### config.mk
export PLATFORM = sky130hd
export DESIGN_NAME = ecc_input_loader
export DESIGN_NICKNAME = d
export VERILOG_FILES = /design/src/rtl/ecc_input_loader.sv
export SDC_FILE = /design/constraint.sdc
export NUM_CORES = 2
export LEC_CHECK = 0
export ABC_CLOCK_PERIOD_IN_PS = 2700
export CAP_MARGIN = 20
export CORE_UTILIZATION = 30
export CTS_BUF_LIST = sky130_fd_sc_hd__clkbuf_8
export CTS_CLUSTER_SIZE = 40
export DETAILED_ROUTE_END_ITERATION = 6
export GPL_ROUTABILITY_DRIVEN = 0
export PLACE_DENSITY_LB_ADDON = 0.12
export SLEW_MARGIN = 20
export SYNTH_ARGS = -nofsm -noshare
export SYNTH_HDL_FRONTEND = slang
export SYNTH_SLANG_ARGS = --single-unit
export TNS_END_PERCENT = 30
### constraint.sdc
create_clock -name i_clk -period 2.7 [get_ports i_clk]
set_clock_uncertainty 0.2 [all_clocks]
set_input_delay 0.54 -clock i_clk [delete_from_list [all_inputs] [get_ports i_clk]]
set_output_delay 0.54 -clock i_clk [all_outputs]
set_load 0.01 [all_outputs]
### src/rtl/ecc_input_loader.sv
// Deserializes a 768-bit vector (MSB word first) into scalar/px/py operands and
// hands them to the scalar-multiplication core. Optional range flag: LOADER_RANGE_CHECK_EN.
module ecc_input_loader #(
   parameter  int DATA_W  = 64,
   localparam int N_WORDS = 768 / DATA_W
) (
   input  logic              i_clk,
   input  logic              i_rst_n,
   input  logic              i_in_valid,
   output logic              o_in_ready,
   input  logic [DATA_W-1:0] i_in_data,
   output logic              o_start,
   input  logic              i_core_ack,
   input  logic              i_core_done,
   output logic [255:0]      o_scalar,
   output logic [255:0]      o_px,
   output logic [255:0]      o_py
`ifdef LOADER_RANGE_CHECK_EN
   ,
   output logic              o_range_err
`endif
);

   localparam int CNT_W = (N_WORDS > 1) ? $clog2(N_WORDS) : 1;

   // Stream handshake: a word transfers on a rising edge where i_in_valid and
   // o_in_ready are both 1; o_in_ready does not depend on i_in_valid.
   typedef enum logic [1:0] {
      IDLE  = 2'd0,
      LOAD  = 2'd1,
      START = 2'd2,
      BUSY  = 2'd3
   } state_t;

   state_t           state, next_state;
   logic [CNT_W-1:0] cnt, next_cnt;
   logic [767:0]     sreg, sreg_next;
   logic             accept;
   logic             last_word;

`ifdef LOADER_RANGE_CHECK_EN
   function automatic logic ge_p(input logic [255:0] x);
      return x[255] | (&x[254:5] & (x[4:0] >= 5'd13));
   endfunction
`endif

   assign accept    = i_in_valid & o_in_ready;
   assign last_word = accept && (cnt == CNT_W'(N_WORDS - 1));
   assign sreg_next = {sreg[767-DATA_W:0], i_in_data};

   always_comb begin
      next_state = state;
      next_cnt   = cnt;
      case (state)
         IDLE, LOAD: begin
            if (last_word) begin
               next_cnt   = '0;
               next_state = START;
            end else if (accept) begin
               next_cnt   = cnt + CNT_W'(1);
               next_state = LOAD;
            end
         end
         START: if (i_core_ack) next_state = BUSY;
         BUSY:  if (i_core_done) next_state = IDLE;
         default: next_state = IDLE;
      endcase
   end

   // Handshake outputs are registered from next_state so reset drives them low
   // and o_start rises on the edge that takes the final word.
   always_ff @(posedge i_clk or negedge i_rst_n) begin
      if (!i_rst_n) begin
         state       <= IDLE;
         cnt         <= '0;
         o_in_ready  <= 1'b0;
         o_start     <= 1'b0;
         sreg        <= '0;
         o_scalar    <= '0;
         o_px        <= '0;
         o_py        <= '0;
`ifdef LOADER_RANGE_CHECK_EN
         o_range_err <= 1'b0;
`endif
      end else begin
         state      <= next_state;
         cnt        <= next_cnt;
         o_in_ready <= (next_state == IDLE) || (next_state == LOAD);
         o_start    <= (next_state == START);
         if (accept) sreg <= sreg_next;
         if (last_word) begin
            o_scalar    <= sreg_next[767:512];
            o_px        <= sreg_next[511:256];
            o_py        <= sreg_next[255:0];
`ifdef LOADER_RANGE_CHECK_EN
            o_range_err <= ge_p(sreg_next[511:256]) | ge_p(sreg_next[255:0]);
`endif
         end
      end
   end

endmodule

Word level (Yosys, flattened, before mapping). Index checks and enable logic that the tools add are counted.

Add/sub/neg operators: 1. Equal/unequal tests: 6. Muxes and demuxes: 7. Bitwise gates (word level): 1. Reduce and logical (&&, ||, !) cells: 7.

Operator list (number): two-way mux 2 bit (4); two-way mux 4 bit (2); equality test 2 bit (second input constant) (3); one-hot mux 2 bit (3 select lines) (1); adder 4 x 1 -> 4 bit (second input constant) (1); equality test 2 x 1 -> 1 bit (second input constant) (2); equality test 4 bit (second input constant) (1); logical NOT 2 bit (2); AND reduction 2 bit (1); nonzero test 2 bit (1); OR reduction 2 bit (1); AND 1 bit (1); logical AND 1 bit (1); logical OR 1 bit (1).

Flip-flop bits (word level): 1480. Input port bits: 69. Output and inout port bits: 770. Word-level logic and storage cells: 30.

Longest topological paths before layout.
Depth in word-level cells: 6. Mapped depth: 8. Mapped depth without buffers: 4.

Worst setup path after synthesis. OpenSTA, ideal clock, no wires.

Path kind: input port to flip-flop. Start point: in i_in_valid. End point: reg o_scalar[100]. Arrival time: 1.713 ns. Path slack: 0.662 ns. Stages: 8. Cells stage by stage: and2_1 -> clkbuf_1 -> nand2b_1 -> buf_2 -> buf_6 -> buf_6 -> buf_6 -> mux2_4.

Longest elaborated chain between the ends: 2.

RTL lines: start: declaration (line 9) `input logic i_in_valid,`; AND 1 bit (line 47) `assign accept = i_in_valid & o_in_ready;`; logical AND 1 bit (line 48) `assign last_word = accept && (cnt == CNT_W'(N_WORDS - 1));`; end signal: assignment (line 92) `o_scalar <= sreg_next[767:512];`; end: declaration (line 15) `output logic [255:0] o_scalar,`.

Every way passes these cells. A chain may end at the register's enable or synchronous reset.

Worst setup path after layout.
Start point: reg o_px[109]. End point: out o_px[109].

RTL lines: start: declaration (line 16) `output logic [255:0] o_px,`; start signal: assignment (line 93) `o_px <= sreg_next[511:256];`.

No word-level cell between the ends.

==> flow_metrics.tcl <==
set metrics [dict create \
    rsz0062_at_grt "no" \
    start_util 0.3030 \
    instances_no_fill 8376 \
    ios 839 \
    fin_nets 5812 \
    clk_latency_ns 0.99 \
    ys_types 22 \
    grt_pass1_vias 37650 \
    cts_buffers 285 \
    grt_use_total 0.1807 \
    ys_seq_elements 1480 \
    critPathMaxStageDelay_ns 0.49 \
    die_h_um 432.9 \
    drtAntennaViolNets 0 \
    final_cell_mix "nand2_1, dfrtp_1, dlygate4sd2_1" \
    clockBufferDepth 4 \
    timing.fmax_ghz 0.3922 \
    synth_largest_area_cell "dfrtp_1" \
    rrSetupSlack_ns 0.35 \
    critPathArrivalTime_ns 1.81 \
    met1_usage 0.2420 \
    grtUsageMet2 0.2769 \
    via_per_inst 4.313 \
    stdcell_area_mm2 0.07337 \
    finalHoldViolCount 0 \
    syn_nets 4703 \
    drv_slew 0 \
    drtIter0Drc 2102 \
    worst_slew_pin_slew_ns 0.5626 \
    clk_pin_slew_ns 0.05 \
    htreeDepth 5 \
    drc 0 \
    synth_area_leaders "dfrtp_1, nand2_1, mux2_2, mux2_4, buf_2" \
    endpoint_kind "primary output" \
    io_buffer_count 838 \
    drive_gt1_frac 0.2253 \
    grt_max_degree 105 \
    min_period_over_period 0.9443 \
    synth-warning-count 0 \
    antenna_found_initial 3 \
    std_cell_rows 157 \
    setup_viol 0 \
    hold_class "in -> async" \
    die_area_mm2 0.1874 \
    path_class "reg -> out" \
    slowest_stage "dlygate4sd2_1" \
    fin_crit_ns 2.550 \
    dp_cells 7846 \
    status "finished clean" \
    crit_path_cell_trace "dlygate4sd2_1" \
    relSlewSlack 0.6249 \
    powerDensity_mw_per_mm2 1110 \
    drt_pass1_iterations 5 \
    synth_top_area_frac 0.6647 \
    area_growth_pct 31.69 \
    leakage_uw 0.04088 \
    dp_hpwl_um 118900 \
    vias 36130 \
    critical_path.top_delay_family "buffers and inverters" \
    drv_cap 0 \
    numClockSinks 1480 \
    placed_area_mm2 0.06832 \
    worstPathRequired_ns 1.96 \
    peakVddDrop_v 0.0005324 \
    crit_fanout 2 \
    cp.buffers_inverters 1 \
    use_met3 0.04681 \
    routed_wl_um 169800 \
    synth.avg_cell_area_um2 12.03 \
    grt_overflow 0 \
    grt_pass1_wl_um 254500 \
    core-area_mm2 0.1839 \
    synthCells 4633 \
    wl_per_cell_um 20.28 \
    final_common_cell "nand2_1" \
    globalRoute.busiestLayer "met2" \
    ys_seq_area_frac 0.6647 \
    cts_tree "done" \
    syn-cell-area_mm2 0.05571 \
    die_w_um 432.9 \
    startpoint_type "flip-flop" \
    ctsRootBufferMaster "clkbuf_8" \
    fillers 18350 \
]
[repair_timing]
| item | 4_1_cts | 5_1_grt |
|---|---|---|
| gates resized for setup | 803 | 0 |
| endpoints found under the setup margin | 770 | 0 |
| setup buffers | 5 | 0 |
| endpoints found under the hold margin | 1589 | 0 |
| hold buffers | 68 | 0 |
[cell usage after synthesis]
library cell,n
nand2_1,2118
dfrtp_1,1480
mux2_2,583
mux2_4,187
buf_2,114
clkbuf_1,105
buf_6,22
nor2_1,4
o21ai_0,4
buf_1,3
nand3b_1,2
a21oi_1,1
a221o_1,1
and2_1,1
and3b_1,1
and4b_1,1
ha_1,1
inv_1,1
nand2b_1,1
nand3_1,1
o21a_1,1
o31ai_1,1
[per-stage QoR]
step                power [µW]  TNS, ns  worst slack [ns]    util  hold WS (ns)
global placement         64250   -9.799           -0.1100  0.3716        0.2542
detailed placement       64590   -11.35           -0.1122  0.3716        0.2588
finish                   81460        0            0.1504  0.3990        0.1460
floorplan                47680        0            0.6616       -       0.04441
CTS                      83120        0          0.003487  0.3990       0.07480
global route             86730        0           0.06315  0.3990        0.1049
[cells by family after synthesis]
logic type,after synthesis,synth area share
mux,770,0.1682
simple gates,2129,0.1439
buf+inv,245,0.02203
flops,1480,0.6647
fa+ha+maj,1,0.0002245
compound gates,8,0.0008983
[area by class of cell]
type	count	area [µm²]	area share
Multi-Input combinational cell	2908	17470	0.2381
Clock buffer	342	4707	0.06416
Tap cell	2464	3083	0.04202
Clock inverter	110	510.5	0.006958
Timing Repair Buffer	1066	10510	0.1432
Sequential cell	1480	37070	0.5053
Antenna cell	5	12.51	0.0001705
Inverter	1	3.754	0.00005116
[worst min-delay path, delay by kind of cell]
kind / cells / cell delay [ns]
buf+inv: 3 / 1.15
[report_power, final]
group	internal (µW)	switching [µW]	leakage, µW
clock network	11500	9360	0.00300
registers	30900	7280	0.0195
logic	11000	11300	0.0184
[per-layer routing]
metal  share of wire  up-vias
li1                -    17170
met1            0.45    17770
met5               0        -
met2            0.46      873
met3           0.058      324
met4           0.038        0
[flip-flops by register name, indices dropped and copies added (netlist names)]
signal,count
o_scalar,256
sreg,704
o_in_ready,1
o_start,1
o_px,256
cnt,4
state,2
o_py,256
[worst paths after layout]
check                               start       endpoint  depth (start not counted)
worst max-delay path            o_px[109]      o_px[109]                          1
worst min-delay path              i_rst_n  o_scalar[184]                          3
worst max register to register     cnt[0]   o_scalar[37]                          6
worst min register to register   sreg[61]      sreg[125]                          2
max in group asynchronous         i_rst_n       o_py[44]                          4
min in group i_clk               sreg[61]      sreg[125]                          2
Power figures use the tool's default switching activity.
